**src/rtl/mul_result_bcd_pkg.sv**
```systemverilog
// ---------------------------------------------------------------------------
// mul_result_bcd_pkg
// Shared definitions for the multiplier-result BCD converter:
//   - state_t        : converter FSM states (IDLE, SHIFT, DONE)
//   - BCD_DIGIT_W    : bits per BCD digit
//   - ADD3_THRESHOLD : digit value at or above which the double-dabble
//                      correction (+3) is applied before a shift
//   - cnt_width()    : width of a counter that must hold 0..w inclusive
// ---------------------------------------------------------------------------
package mul_result_bcd_pkg;

    typedef enum logic [1:0] {
        ST_IDLE  = 2'd0,
        ST_SHIFT = 2'd1,
        ST_DONE  = 2'd2
    } state_t;

    localparam int BCD_DIGIT_W    = 4;
    localparam int ADD3_THRESHOLD = 5;

    // Bits needed to represent every value from 0 to w.
    function automatic int cnt_width(input int w);
        return $clog2(w + 1);
    endfunction

endpackage

```
**src/rtl/mul_result_bcd_digit_adj.sv**
```systemverilog
// ---------------------------------------------------------------------------
// bcd_digit_adj
// Combinational double-dabble digit correction: a BCD digit that is 5 or
// more gets 3 added, so that the following left shift carries correctly
// into the next decimal digit.
//   i_digit : input  [3:0]  BCD digit before correction
//   o_digit : output [3:0]  corrected digit
// ---------------------------------------------------------------------------
module bcd_digit_adj
    import mul_result_bcd_pkg::*;
(
    input  logic [BCD_DIGIT_W-1:0] i_digit,
    output logic [BCD_DIGIT_W-1:0] o_digit
);

    always_comb begin
        if (i_digit >= BCD_DIGIT_W'(ADD3_THRESHOLD)) begin
            o_digit = i_digit + BCD_DIGIT_W'(3);
        end else begin
            o_digit = i_digit;
        end
    end

endmodule

```
**src/rtl/mul_result_bcd.sv**
```systemverilog
// ---------------------------------------------------------------------------
// mul_result_bcd
// Converts each unsigned binary product from the add-shift multiplier into
// packed BCD using a sequential double-dabble engine (one shift per clock).
// The last converted value is held on bcd for the display driver, and one
// product arriving while the engine is busy is buffered in a pending slot.
//
// Ports:
//   clk       : input                system clock, rising edge
//   rst       : input                asynchronous active-high reset
//   valid     : input                one-cycle pulse, result sampled when high
//   result    : input  [WIDTH-1:0]   unsigned binary product
//   bcd       : output [4*DIGITS-1:0] packed BCD, digit 0 in [3:0]
//   bcd_valid : output               one-cycle pulse, bcd updated this cycle
//   busy      : output               converting or pending slot occupied
//   overrun   : output               sticky, a buffered product was lost
// ---------------------------------------------------------------------------
module mul_result_bcd
    import mul_result_bcd_pkg::*;
#(
    parameter int WIDTH  = 8,
    parameter int DIGITS = 3
) (
    input  logic                          clk,
    input  logic                          rst,
    input  logic                          valid,
    input  logic [WIDTH-1:0]              result,
    output logic [BCD_DIGIT_W*DIGITS-1:0] bcd,
    output logic                          bcd_valid,
    output logic                          busy,
    output logic                          overrun
);

    localparam int BCD_W = BCD_DIGIT_W * DIGITS;
    localparam int SW    = WIDTH + BCD_W;   // scratch: BCD field above binary
    localparam int CNT_W = cnt_width(WIDTH);

    state_t             r_state;
    state_t             w_state_next;
    logic [SW-1:0]      r_scratch;
    logic [CNT_W-1:0]   r_count;
    logic [WIDTH-1:0]   r_pend_data;
    logic               r_pend_flag;
    logic [BCD_W-1:0]   r_bcd;
    logic               r_bcd_valid;
    logic               r_overrun;

    logic [SW-1:0]      w_adjusted;
    logic [SW-1:0]      w_shifted;
    logic               w_load;
    logic [WIDTH-1:0]   w_load_val;
    logic               w_last_shift;
    logic               w_pend_write;
    logic               w_pend_take;
    logic               w_overrun_set;

    // Correct every BCD digit of the scratch, then shift the whole word.
    genvar gi;
    generate
        for (gi = 0; gi < DIGITS; gi = gi + 1) begin : g_adj
            bcd_digit_adj u_adj (
                .i_digit (r_scratch[WIDTH + gi*BCD_DIGIT_W +: BCD_DIGIT_W]),
                .o_digit (w_adjusted[WIDTH + gi*BCD_DIGIT_W +: BCD_DIGIT_W])
            );
        end
    endgenerate

    assign w_adjusted[WIDTH-1:0] = r_scratch[WIDTH-1:0];
    assign w_shifted             = w_adjusted << 1;

    // Next-state and converter load control.
    always_comb begin
        w_state_next = r_state;
        w_load       = 1'b0;
        w_load_val   = result;
        w_last_shift = 1'b0;
        case (r_state)
            ST_IDLE: begin
                if (valid) begin
                    w_load       = 1'b1;
                    w_state_next = ST_SHIFT;
                end
            end
            ST_SHIFT: begin
                if (r_count == CNT_W'(1)) begin
                    w_last_shift = 1'b1;
                    w_state_next = ST_DONE;
                end
            end
            ST_DONE: begin
                // The buffered product is older, so it goes first.
                if (r_pend_flag) begin
                    w_load       = 1'b1;
                    w_load_val   = r_pend_data;
                    w_state_next = ST_SHIFT;
                end else if (valid) begin
                    w_load       = 1'b1;
                    w_state_next = ST_SHIFT;
                end else begin
                    w_state_next = ST_IDLE;
                end
            end
            default: begin
                w_state_next = ST_IDLE;
            end
        endcase
    end

    // A valid not taken straight into the converter lands in the slot.
    // Overrun only when the slot is full and nobody drains it this cycle.
    always_comb begin
        w_pend_take   = (r_state == ST_DONE) && r_pend_flag;
        w_pend_write  = valid && !((r_state == ST_IDLE) ||
                                   ((r_state == ST_DONE) && !r_pend_flag));
        w_overrun_set = w_pend_write && r_pend_flag && !w_pend_take;
    end

    always_ff @(posedge clk or posedge rst) begin
        if (rst) begin
            r_state     <= ST_IDLE;
            r_scratch   <= '0;
            r_count     <= '0;
            r_pend_data <= '0;
            r_pend_flag <= 1'b0;
            r_bcd       <= '0;
            r_bcd_valid <= 1'b0;
            r_overrun   <= 1'b0;
        end else begin
            r_state <= w_state_next;

            if (w_load) begin
                r_scratch <= {{BCD_W{1'b0}}, w_load_val};
                r_count   <= CNT_W'(WIDTH);
            end else if (r_state == ST_SHIFT) begin
                r_scratch <= w_shifted;
                r_count   <= r_count - CNT_W'(1);
            end

            // bcd only ever takes the finished field, never partial results.
            if (w_last_shift) begin
                r_bcd <= w_shifted[SW-1 -: BCD_W];
            end
            r_bcd_valid <= w_last_shift;

            if (w_pend_write) begin
                r_pend_data <= result;
                r_pend_flag <= 1'b1;
            end else if (w_pend_take) begin
                r_pend_flag <= 1'b0;
            end

            if (w_overrun_set) begin
                r_overrun <= 1'b1;
            end
        end
    end

    assign bcd       = r_bcd;
    assign bcd_valid = r_bcd_valid;
    assign busy      = (r_state != ST_IDLE) | r_pend_flag;
    assign overrun   = r_overrun;

endmodule

```
**config.mk**
```make
export PLATFORM = sky130hd
export DESIGN_NAME = mul_result_bcd
export DESIGN_NICKNAME = d
export VERILOG_FILES = /design/src/rtl/mul_result_bcd_pkg.sv /design/src/rtl/mul_result_bcd_digit_adj.sv /design/src/rtl/mul_result_bcd.sv
export SDC_FILE = /design/constraint.sdc
export NUM_CORES = 1
export LEC_CHECK = 0
export BUFFER_PORTS_ARGS = -buffer_cell sky130_fd_sc_hd__buf_2
export CORE_MARGIN = 5
export CORE_UTILIZATION = 45
export CTS_BUF_LIST = sky130_fd_sc_hd__clkbuf_16
export DETAILED_ROUTE_END_ITERATION = 8
export MAX_ROUTING_LAYER = met4
export PLACE_DENSITY = 0.71
export SYNTH_ARGS = -nofsm -noshare
export SYNTH_HDL_FRONTEND = slang
export SYNTH_SLANG_ARGS = --single-unit
```
**constraint.sdc**
```tcl
create_clock -name clk -period 2.8 [get_ports clk]
set_input_delay 0.28 -clock clk [delete_from_list [all_inputs] [get_ports clk]]
set_output_delay 0.28 -clock clk [all_outputs]
set_load 0.03 [all_outputs]
```
## Word-level counts from Yosys, hierarchy flattened

Index checks and enable logic that the tools add are counted.

| storage, ports and cells | value |
|---|---|
| register bits | 49 |
| input bits | 11 |
| word-level logic and storage cells | 56 |

| cells by class | value |
|---|---|
| $add $sub $neg | 4 |
| order comparisons | 3 |
| equal/unequal tests | 5 |
| muxes and demuxes | 21 |
| bitwise logic cells | 1 |
| reduce and logical (&&, ||, !) cells | 14 |

Operator list:

| operator | number |
|---|---|
| $mux W20 | 2 |
| $mux W4 | 4 |
| $mux W8 | 2 |
| $ge A4 B3 Y1 const B | 3 |
| $add A4 B2 Y4 const B | 2 |
| $mux W1 | 8 |
| $pmux W2 S3 | 1 |
| $reduce_bool A2 Y1 | 3 |
| $logic_and A1 B1 Y1 | 5 |
| $eq A4 B1 Y1 const B | 1 |
| $mux W2 | 2 |
| $ne A2 B2 Y1 const B | 2 |
| $sub A4 B1 Y4 const B | 1 |
| $add A3 B2 Y3 const B | 1 |
| $logic_not A1 Y1 | 3 |
| $mux W3 | 1 |
| $eq A2 B1 Y1 const B | 1 |
| $eq A2 B2 Y1 const B | 1 |
| $logic_not A2 Y1 | 1 |
| $pmux W1 S2 | 1 |
| $reduce_and A2 Y1 | 1 |
| $logic_or A1 B1 Y1 | 1 |
| $or A1 B1 Y1 | 1 |

## Depth between registers and ports, before layout

Gate-level depths: netlist of the first run.

| depth | value |
|---|---|
| depth in word-level cells | 7 |
| depth in mapped cells | 7 |
| gate-level depth less buffers | 6 |

## Cells and area by module

From an unflattened synthesis of the first run, not the netlist that was laid out.

| unflattened totals | value |
|---|---|
| cell total of the unflattened synthesis | 237 |
| area total of the unflattened synthesis | 2448.6 µm² |

Modules (own cells, without submodules):

| module | times used | cells each | area an instance (µm²) |
|---|---|---|---|
| mul_result_bcd | 1 | 189 | 2144.6 |
| bcd_digit_adj | 3 | 16 | 101.3 |

## Worst setup path before layout of the first run

No wires, ideal clock.

| path | value |
|---|---|
| kind | flip-flop to flip-flop |
| from | register r_count[1] |
| to | register r_bcd[10] (netlist: bcd[10]) |
| setup time | 0.125 ns |
| arrival time | 1.363 ns |
| data required time | 2.675 ns |
| setup slack | 1.313 ns |
| stages on the path, launching flop included | 7 |
| buffers on the path | 0 |
| cells stage by stage | dfrtp_1 inv_1 ha_1 nor3b_1 nand2_2 inv_2 mux2_2 |

| on the way | value |
|---|---|
| cells in the longest elaborated chain, start to end | 3 |

RTL lines:

| what | RTL line | source |
|---|---|---|
| start: declaration | mul_result_bcd.sv:41 | `logic [CNT_W-1:0] r_count;` |
| start signal: assignment | mul_result_bcd.sv:133 | `r_count <= CNT_W'(WIDTH);` |
| start signal: assignment | mul_result_bcd.sv:136 | `r_count <= r_count - CNT_W'(1);` |
| $eq A4 B1 Y1 | mul_result_bcd.sv:85 | `if (r_count == CNT_W'(1)) begin` |
| $mux W1 | mul_result_bcd.sv:85 |  |
| $mux W1 | mul_result_bcd.sv:77 | `case (r_state)` |
| net w_last_shift | mul_result_bcd.sv:52 | `logic w_last_shift;` |
| end signal: assignment | mul_result_bcd.sv:141 | `r_bcd <= w_shifted[SW-1 -: BCD_W];` |
| end: declaration | mul_result_bcd.sv:44 | `logic [BCD_W-1:0] r_bcd;` |

The timed path passes the listed nets, and every way through them passes these cells.
A chain may end at the register's enable or synchronous reset.

## Worst setup path in the final report of the first run

| path | value |
|---|---|
| from | register r_state[0] |
| to | register r_bcd[6] (netlist: bcd[6]) |

| on the way | value |
|---|---|
| cells in the longest elaborated chain, start to end | 2 |

RTL lines:

| what | RTL line | source |
|---|---|---|
| start: declaration | mul_result_bcd.sv:38 | `state_t r_state;` |
| start signal: assignment | mul_result_bcd.sv:129 | `r_state <= w_state_next;` |
| $eq A2 B1 Y1 | mul_result_bcd.sv:77 |  |
| $mux W1 | mul_result_bcd.sv:77 |  |
| net w_last_shift | mul_result_bcd.sv:52 |  |

The timed path passes the listed nets, and every way through them passes these cells.

==> flow_metrics.env, run 1 <==
export IMPL_outcome="completed"
export IMPL_combPwrFrac=0.412
export IMPL_pin_count=26
export IMPL_cp_top_family="flip-flops"
export IMPL_grt_pass1_wl_um=8000
export IMPL_r2r_end="bcd[6]"
export IMPL_via_per_inst=5.35
export IMPL_yosysSeqAreaShare=0.518
export IMPL_clk_pin_slew_ns=0.06
export IMPL_drv_cap=0
export IMPL_final_common_cell="dfrtp_1"
export IMPL_multiInputGateArea_um2=1040
export IMPL_fin_crit_ns=1.98
export IMPL_antenna_found_initial=0
export IMPL_cts_resized=0
export IMPL_dieArea_um2=6810
export IMPL_arrival_ns=2.15
export IMPL_tightest_slew_ns=1.01
export IMPL_drcViolationCount=0
export IMPL_syn_to_final_growth_pct=12.5
export IMPL_initial_core_util=0.463
export IMPL_placed_cells=305
export IMPL_clock_sinks=49
export IMPL_max_stage_delay_ns=0.76
export IMPL_die_x_um=82.5
export IMPL_grt_usage=0.162
export IMPL_design_area_um2=2660
export IMPL_port_buffers=25
export IMPL_h_tree_depth=2
export IMPL_synth_area_um2=2370
export IMPL_worstSkewPairLatency_ns=0.28
export IMPL_ys_warn_count=0
export IMPL_grt_pass1_vias=1636
export IMPL_tritoncts="done"
export IMPL_drt_total_wl_um=4670
export IMPL_drive_gt1_frac=0.222
export IMPL_syn_inst=220
export IMPL_setup_ws_ns=0.823
export IMPL_intPower_mw=1.88
export IMPL_pwr_share_clk=0.183
export IMPL_drtIter0Drc=92
export IMPL_hp_class="in2async"
export IMPL_final_cells=313
export IMPL_coreArea_um2=5110
export IMPL_ctsHoldBuffers=0
export IMPL_cts_buffer_depth=2
export IMPL_layout_nets=261
export IMPL_die_y_um=82.5
export IMPL_finalClockSkew_ns=0.00314
export IMPL_std_cell_rows=26
export IMPL_worstRegToRegCells=4
export IMPL_swShare=0.404
export IMPL_ir_worst_vdd_mv=0.450
export IMPL_criticalPathCategory="reg2reg"
export IMPL_p_seq_frac=0.405
export IMPL_finalSetupViolCount=0
export IMPL_firstDrtPassIters=4
export IMPL_rrSetupSlack_ns=0.82
export IMPL_crit_chain="nor2b_1 > nand2_2 > inv_2 > mux2_2"
export IMPL_cts_made_buffers=5
export IMPL_cp_max_fo=21
export IMPL_slew_violations=0
export IMPL_routabilityCongestion=0.809
export IMPL_place_area_um2=2530
export IMPL_p_sw_mw=1.27
export IMPL_finalHoldViolCount=0
export IMPL_grt_start_max_net_pins=50
export IMPL_syn_area_per_cell_um2=10.8
export IMPL_vias=1673
export IMPL_cp_end_kind="flip-flop"
export IMPL_rsz0062_at_grt="false"
export IMPL_ant_nets=0
export IMPL_leakage_nw=1.23
export IMPL_seq_area_um2=1230
export IMPL_cts_root_buf="clkbuf_16"
export IMPL_fin_crit_sh=0.706
export IMPL_critPathRequiredTime_ns=2.97
export IMPL_r2r_start="r_state[0]"
export IMPL_yosysUniqueCellTypes=38
export IMPL_dp_slack_ns=0.872
export IMPL_antennaDiodeCount=0
export IMPL_synth_fp_nets=239
export IMPL_mostFrequentLayoutCells="49 x dfrtp_1, 25 x buf_2, 18 x a21oi_1, 18 x nand2_1"
export IMPL_synth_seq_cells=49
export IMPL_cp_slowest_cell="dfrtp_1"
export IMPL_startpoint_type="flip-flop"
export IMPL_cp_num_buf_inv=1
export IMPL_overflow=0
export IMPL_cts_setup_buffers=0
export IMPL_wl_per_cell_um=14.9
export IMPL_fillers=459
export IMPL_timing_fmax_mhz=506
export IMPL_relSlewSlack=0.327
export IMPL_power_density_nw_per_um2=1180
export IMPL_hpwlAfterDp_um=3120
export IMPL_tns_ns=0
-- through the flow --
| step | utilization | hold WS [ns] | total power [mW] |
|---|---|---|---|
| 3_3_place_gp | 0.495 | 0.461 | 2.53 |
| 6_report | 0.522 | 0.236 | 3.15 |
| 4_1_cts | 0.522 | 0.235 | 3.17 |
| 2_1_floorplan | - | 0.430 | 2.27 |
| 3_5_place_dp | 0.495 | 0.467 | 2.59 |
| 5_1_grt | 0.522 | 0.240 | 3.39 |
-- power groups by stage --
stage | sequential, mW | combinational [mW] | clock (mW)
CTS | 1.27 | 1.31 | 0.584
finish | 1.27 | 1.30 | 0.576
global route | 1.32 | 1.45 | 0.617
global placement | 1.27 | 1.26 | 0
detailed placement | 1.28 | 1.31 | 0
floorplan | 1.34 | 0.929 | 0
-- worst max path at each step --
| stage | start | end | depth (start not counted) |
|---|---|---|---|
| after floorplan | r_count[1] | bcd[10] | 6 |
| after global placement | r_state[1] | r_pend_data[6] | 3 |
| after detailed placement | r_state[0] | bcd[6] | 4 |
| after CTS | r_state[0] | bcd[6] | 4 |
| after global routing | r_state[0] | bcd[6] | 4 |
| final | r_state[0] | bcd[6] | 4 |
-- flip-flops by register name, summed over array words and instances (netlist names) --
register	cells
r_scratch	20
r_pend_data	8
r_pend_flag	1
bcd_valid	1
bcd	12
r_state	2
overrun	1
r_count	4
-- synth_stat cells --
cell type | number | area share
dfrtp_1 | 49 | 0.52
a21oi_1 | 18 | 0.038
nand2_1 | 18 | 0.029
mux2_2 | 14 | 0.067
o21ai_0 | 14 | 0.030
mux2i_1 | 13 | 0.055
nor2_1 | 12 | 0.019
inv_1 | 10 | 0.016
ha_1 | 8 | 0.042
buf_2 | 7 | 0.015
a22o_1 | 5 | 0.018
nor3b_1 | 5 | 0.016
a22oi_1 | 4 | 0.013
nand2b_1 | 4 | 0.011
o22ai_1 | 4 | 0.011
xnor2_1 | 4 | 0.015
a211oi_1 | 3 | 0.0095
nand3_1 | 3 | 0.0063
o21ai_1 | 3 | 0.0063
a21oi_2 | 2 | 0.0074
and2_1 | 2 | 0.0053
nor3_1 | 2 | 0.0042
a221oi_1 | 1 | 0.0037
a31o_2 | 1 | 0.0037
buf_1 | 1 | 0.0016
buf_4 | 1 | 0.0032
buf_6 | 1 | 0.0048
clkbuf_1 | 1 | 0.0016
inv_2 | 1 | 0.0016
nand2_2 | 1 | 0.0026
nor2b_1 | 1 | 0.0026
nor4_1 | 1 | 0.0026
o21a_1 | 1 | 0.0032
o21ai_4 | 1 | 0.0069
o31ai_1 | 1 | 0.0032
or2_2 | 1 | 0.0026
or3_1 | 1 | 0.0026
xor2_1 | 1 | 0.0037
-- cell families after synthesis --
family | after synthesis | synth area share
AOI/OAI and AO/OA | 58 | 0.153
and+or+nand+nor | 51 | 0.103
DFF | 49 | 0.518
muxes | 27 | 0.122
buffers and inverters | 22 | 0.0433
adders and majority gates | 8 | 0.0423
xor gates and xnor gates | 5 | 0.0185
-- final cells by class --
type                    instances  area share
flip-flops and latches         49       0.460
multi-input cells             149       0.390
repair buffers                 26      0.0498
clock buffers                   5      0.0470
well taps                      70      0.0329
inverters                      11      0.0155
clock inverters                 3     0.00470
-- worst reg2reg max path, cell delays in order, from the launching register on --
cell	delay, ns
dfrtp_1	0.76
nor2b_1	0.31
nand2_2	0.25
inv_2	0.21
mux2_2	0.35
-- layer usage --
| layer | track usage | vias up | wire length [µm] |
|---|---|---|---|
| li1 | - | 819 | - |
| met1 | 0.217 | 817 | 2260 |
| met2 | 0.234 | 30 | 2180 |
| met3 | 0.0401 | 7 | 146 |
| met4 | 0.0686 | 0 | 88 |
| met5 | - | - | 0 |
Note: power is estimated with default switching activity, not from simulation.
==> run 2: changes to the inputs <==
Settings changed: PLACE_DENSITY 0.71 to 0.73.
Clock period 2.8 ns to 1.69 ns, I/O delays scaled along.
==> flow_metrics.env, run 2 (synthesis results as in run 1) <==
export IMPL_outcome="completed"
export IMPL_routabilityCongestion=0.841
export IMPL_fillers=446
export IMPL_std_cell_rows=26
export IMPL_power_density_nw_per_um2=1970
export IMPL_cp_max_fo=10
export IMPL_largest_reg_flops=20
export IMPL_finalClockSkew_ns=0.00517
export IMPL_via_per_inst=5.27
export IMPL_die_x_um=82.5
export IMPL_drcViolationCount=0
export IMPL_port_buffers=25
export IMPL_cts_root_buf="clkbuf_16"
export IMPL_cp_end_kind="output pin"
export IMPL_place_area_um2=2610
export IMPL_cp_slowest_cell="dfrtp_1"
export IMPL_final_common_cell="dfrtp_1"
export IMPL_worstSkewPairLatency_ns=0.29
export IMPL_initial_core_util=0.463
export IMPL_combPwrFrac=0.425
export IMPL_clk_pin_slew_ns=0.06
export IMPL_drt_total_wl_um=4750
export IMPL_p_seq_frac=0.377
export IMPL_finalHoldViolCount=0
export IMPL_syn_to_final_growth_pct=18.0
export IMPL_rsz0062_at_grt="false"
export IMPL_timing_fmax_mhz=620
export IMPL_crit_chain="buf_4 > or3_1 > buf_2"
export IMPL_ir_worst_vdd_mv=0.883
export IMPL_criticalPathCategory="reg2out"
export IMPL_coreArea_um2=5110
export IMPL_die_y_um=82.5
export IMPL_seq_area_um2=1230
export IMPL_leakage_nw=1.29
export IMPL_grt_usage=0.162
export IMPL_cts_setup_buffers=0
export IMPL_p_sw_mw=2.14
export IMPL_slew_violations=0
export IMPL_multiInputGateArea_um2=1050
export IMPL_critPathRequiredTime_ns=1.52
export IMPL_vias=1703
export IMPL_antenna_found_initial=0
export IMPL_grt_pass1_wl_um=8050
export IMPL_tns_ns=0
export IMPL_tightest_slew_ns=0.459
export IMPL_pwr_share_clk=0.198
export IMPL_mostFrequentLayoutCells="49 x dfrtp_1, 25 x buf_2, 18 x a21oi_1, 18 x nand2_1"
export IMPL_dieArea_um2=6810
export IMPL_cp_num_buf_inv=2
export IMPL_drv_cap=0
export IMPL_intPower_mw=3.37
export IMPL_firstDrtPassIters=4
export IMPL_clock_sinks=49
export IMPL_relSlewSlack=0.694
export IMPL_fin_crit_sh=0.955
export IMPL_startpoint_type="flip-flop"
export IMPL_design_area_um2=2790
export IMPL_fin_crit_ns=1.61
export IMPL_hpwlAfterDp_um=3190
export IMPL_pin_count=26
export IMPL_wl_per_cell_um=14.7
export IMPL_cts_buffer_depth=2
export IMPL_drtIter0Drc=90
export IMPL_h_tree_depth=2
export IMPL_overflow=0
export IMPL_swShare=0.388
export IMPL_antennaDiodeCount=0
export IMPL_top_register="r_scratch"
export IMPL_hp_class="in2reg"
export IMPL_drive_gt1_frac=0.265
export IMPL_cp_top_family="flip-flops"
export IMPL_ant_nets=0
export IMPL_layout_nets=271
export IMPL_max_stage_delay_ns=0.42
export IMPL_finalSetupViolCount=0
export IMPL_arrival_ns=1.44
export IMPL_grt_start_max_net_pins=50
export IMPL_grt_pass1_vias=1717
export IMPL_cts_made_buffers=5
export IMPL_tritoncts="done"
export IMPL_power_total_mw=5.50
==> run 2: changes by cell type in the layout (fill, tap and decap cells not counted) <==
cell	change
buf_4	+8
ha_1	-2
ha_2	+2
buf_12	+1
bufinv_16	+1
clkinv_1	-1
clkinv_2	-1
dlygate4sd3_1	+1
inv_1	+1
mux2i_1	-1
mux2i_2	+1
nor3b_1	-1
nor3b_2	+1
==> run 2: metrics by stage <==
| step | worst slack, ns | instances | util | hold slack [ns] |
|---|---|---|---|---|
| CTS | 0.0675 | 323 | 0.544 | 0.127 |
| global route | 0.0240 | 323 | 0.547 | 0.135 |
| global placement | 0.168 | 314 | 0.510 | 0.230 |
| detailed placement | 0.108 | 314 | 0.510 | 0.230 |
| floorplan | 0.203 | 220 | - | 0.319 |
| finish | 0.0764 | 323 | 0.547 | 0.131 |
==> run 2: power groups by stage <==
stage	logic [mW]	clock network, mW	registers [mW]
floorplan	1.54	0	2.22
global placement	2.23	0	2.07
detailed placement	2.29	0	2.08
CTS	2.32	1.12	2.06
global route	2.60	1.16	2.15
finish	2.34	1.09	2.08
==> run 2: layout make-up <==
cell class                      instances  area share
Clock inverter                          3      0.0134
Sequential cell                        49       0.439
Multi-Input combinational cell        149       0.377
Timing Repair Buffer                   36      0.0797
Tap cell                               70      0.0314
Clock buffer                            5      0.0448
Inverter                               11      0.0148
==> run 2: metal layers <==
layer  vias up  track usage  routed length (µm)
li1        842            -                   -
met1       822        0.198                2150
met2        31        0.245                2320
met3         8       0.0358                 148
met4         0       0.0964                 126
met5         -            -                   0
==> run 2: final timing paths <==
path / slack (ns) / depth (start not counted) / to / start
min: 0.13 / 2 / r_pend_data[0] / result[0]
min in group asynchronous: 0.46 / 4 / r_scratch[8] / rst
max in group asynchronous: 1.00 / 4 / r_count[0] / rst
min reg2reg: 0.47 / 1 / overrun / overrun
max: 0.08 / 3 / busy / r_state[1]
max reg2reg: 0.08 / 6 / bcd[6] / r_scratch[12]
==> run 2: repair_timing <==
item / in CTS / in global routing
setup endpoints to repair: 0 / 8
hold endpoints to repair: 49 / 0
hold buffers: 1 / 0
resized for setup: 0 / 4
==> run 2: worst register-to-register path, stage by stage (launching register included) <==
cell	delay, ns
dfrtp_1	0.41
inv_1	0.11
ha_2	0.23
nand2b_1	0.10
a21oi_2	0.23
mux2i_2	0.29
mux2_2	0.19
==> run 3: changes to the inputs <==
==> constraint.sdc (replaced) <==
create_clock -name clk -period 1.69 [get_ports clk]
set_input_delay 0.2535 -clock clk [delete_from_list [all_inputs] [get_ports clk]]
set_output_delay 0.2535 -clock clk [all_outputs]
set_load 0.03 [all_outputs]
==> flow_metrics.env, run 3 (synthesis results as in run 1) <==
export IMPL_placed_cells=318
export IMPL_mostFrequentLayoutCells="49 x dfrtp_1, 24 x buf_2, 18 x a21oi_1, 18 x nand2_1"
export IMPL_fin_crit_sh=0.964
export IMPL_r2r_end="bcd[2]"
export IMPL_vias=1714
export IMPL_slew_violations=0
export IMPL_drcViolationCount=0
export IMPL_dieArea_um2=6810
export IMPL_initial_core_util=0.463
export IMPL_overflow=0
export IMPL_final_cells=328
export IMPL_antennaDiodeCount=0
export IMPL_grtUsageMet2=0.258
export IMPL_top_register="r_scratch"
export IMPL_die_x_um=82.5
export IMPL_antenna_found_initial=0
export IMPL_grt_usage=0.168
export IMPL_startpoint_type="flip-flop"
export IMPL_cts_made_buffers=5
export IMPL_critPathRequiredTime_ns=1.44
export IMPL_power_density_nw_per_um2=1970
export IMPL_via_per_inst=5.23
export IMPL_port_buffers=25
export IMPL_cp_end_kind="output pin"
export IMPL_largest_reg_flops=20
export IMPL_met3_usage=0.0347
export IMPL_hp_class="in2reg"
export IMPL_hpwlAfterDp_um=3480
export IMPL_die_y_um=82.5
export IMPL_min_from="result[0]"
export IMPL_routabilityCongestion=0.838
export IMPL_std_cell_rows=26
export IMPL_grt_pass1_vias=1745
export IMPL_drt_total_wl_um=4840
export IMPL_clock_sinks=49
export IMPL_met1_usage=0.219
export IMPL_worstRegToRegCells=6
export IMPL_rrSetupSlack_ns=0.10
export IMPL_grt_start_max_net_pins=25
export IMPL_ir_worst_vdd_mv=0.860
export IMPL_finalHoldViolCount=0
export IMPL_finalClockSkew_ns=0.00694
export IMPL_arrival_ns=1.37
export IMPL_drv_cap=0
export IMPL_drive_gt1_frac=0.283
export IMPL_leakage_nw=1.32
export IMPL_cts_buffer_depth=2
export IMPL_firstDrtPassIters=4
export IMPL_grt_pass1_wl_um=8420
export IMPL_tightest_slew_ns=0.386
export IMPL_timing_fmax_mhz=614
export IMPL_ant_nets=0
export IMPL_cp_slowest_cell="dfrtp_1"
export IMPL_finalSetupViolCount=0
export IMPL_hold_path_endpoint="r_pend_data[0]"
export IMPL_syn_to_final_growth_pct=20.1
export IMPL_pin_count=26
export IMPL_multiInputGateArea_um2=1050
export IMPL_outcome="completed"
export IMPL_fin_crit_ns=1.63
export IMPL_fillers=456
export IMPL_r2r_start="r_scratch[9]"
export IMPL_crit_chain="buf_4 > or3_4 > buf_6"
export IMPL_coreArea_um2=5110
export IMPL_seq_area_um2=1230
export IMPL_grt_busiest_layer="met2"
export IMPL_cts_root_buf="clkbuf_16"
export IMPL_tritoncts="done"
export IMPL_max_stage_delay_ns=0.40
export IMPL_relSlewSlack=0.740
export IMPL_rsz0062_at_grt="false"
export IMPL_cp_max_fo=7
export IMPL_wl_per_cell_um=14.8
export IMPL_h_tree_depth=2
export IMPL_worstSkewPairLatency_ns=0.29
export IMPL_critPathLaunch="r_state[1]"
export IMPL_clk_pin_slew_ns=0.07
export IMPL_tns_ns=0
export IMPL_drtIter0Drc=174
export IMPL_criticalPathCategory="reg2out"
export IMPL_final_common_cell="dfrtp_1"
export IMPL_layout_nets=276
export IMPL_whs_path_depth=2
-- run 3: area by class of cell --
type | instances | area share
clock buffer | 5 | 0.0440
clock inverter | 3 | 0.0163
inverter | 11 | 0.0145
multi-input combinational | 149 | 0.369
sequential | 49 | 0.431
tap | 70 | 0.0308
timing repair buffer | 41 | 0.0938
-- run 3: report_power, final --
part           leakage [nW]  total [mW]  internal (mW)  switching [mW]
Combinational         0.637        2.39           1.04            1.34
Sequential            0.604        2.08           1.67           0.407
Clock                0.0800        1.13          0.700           0.429
Total                  1.32        5.59           3.41            2.18
-- run 3: per-layer routing --
| metal | part of all wire | routed length [µm] | vias to the layer above |
|---|---|---|---|
| met5 | 0 | 0 | - |
| met4 | 0.016 | 79 | 0 |
| met3 | 0.023 | 109 | 6 |
| met2 | 0.50 | 2400 | 20 |
| met1 | 0.47 | 2250 | 844 |
| li1 | - | - | 844 |
-- run 3: timing repair --
item | CTS | global route
gates resized for setup | 0 | 6
hold buffers | 1 | 0
setup endpoints to repair | 1 | 2
pin swaps | 0 | 0
gates cloned | 0 | 0
hold endpoints to repair | 11 | 0
setup buffers | 1 | 0
-- run 3: through the flow --
step                instance area [µm²]   util  power [mW]  setup slack (ns)  hold WS (ns)
global placement                   2640  0.516        4.35             0.176         0.215
floorplan                          2370      -        3.76             0.203         0.404
CTS                                2830  0.553        5.61            0.0347         0.204
detailed placement                 2640  0.516        4.43            0.0993         0.219
global route                       2840  0.557        5.99           0.00775         0.217
finish                             2840  0.557        5.59            0.0615         0.208
-- run 3: worst max-delay path by stage --
stage,end,slack [ns]
2_1_floorplan,bcd[10],0.20
3_3_place_gp,bcd[9],0.18
3_5_place_dp,bcd[2],0.1
4_1_cts,busy,0.03
5_1_grt,bcd[10],0.008
6_report,busy,0.06
-- run 3: critical path, delay by kind of cell, from the launching register on --
kind                   cells  cell delay [ns]
buffers and inverters      2             0.31
DFF                        1             0.40
and+or+nand+nor            1             0.37
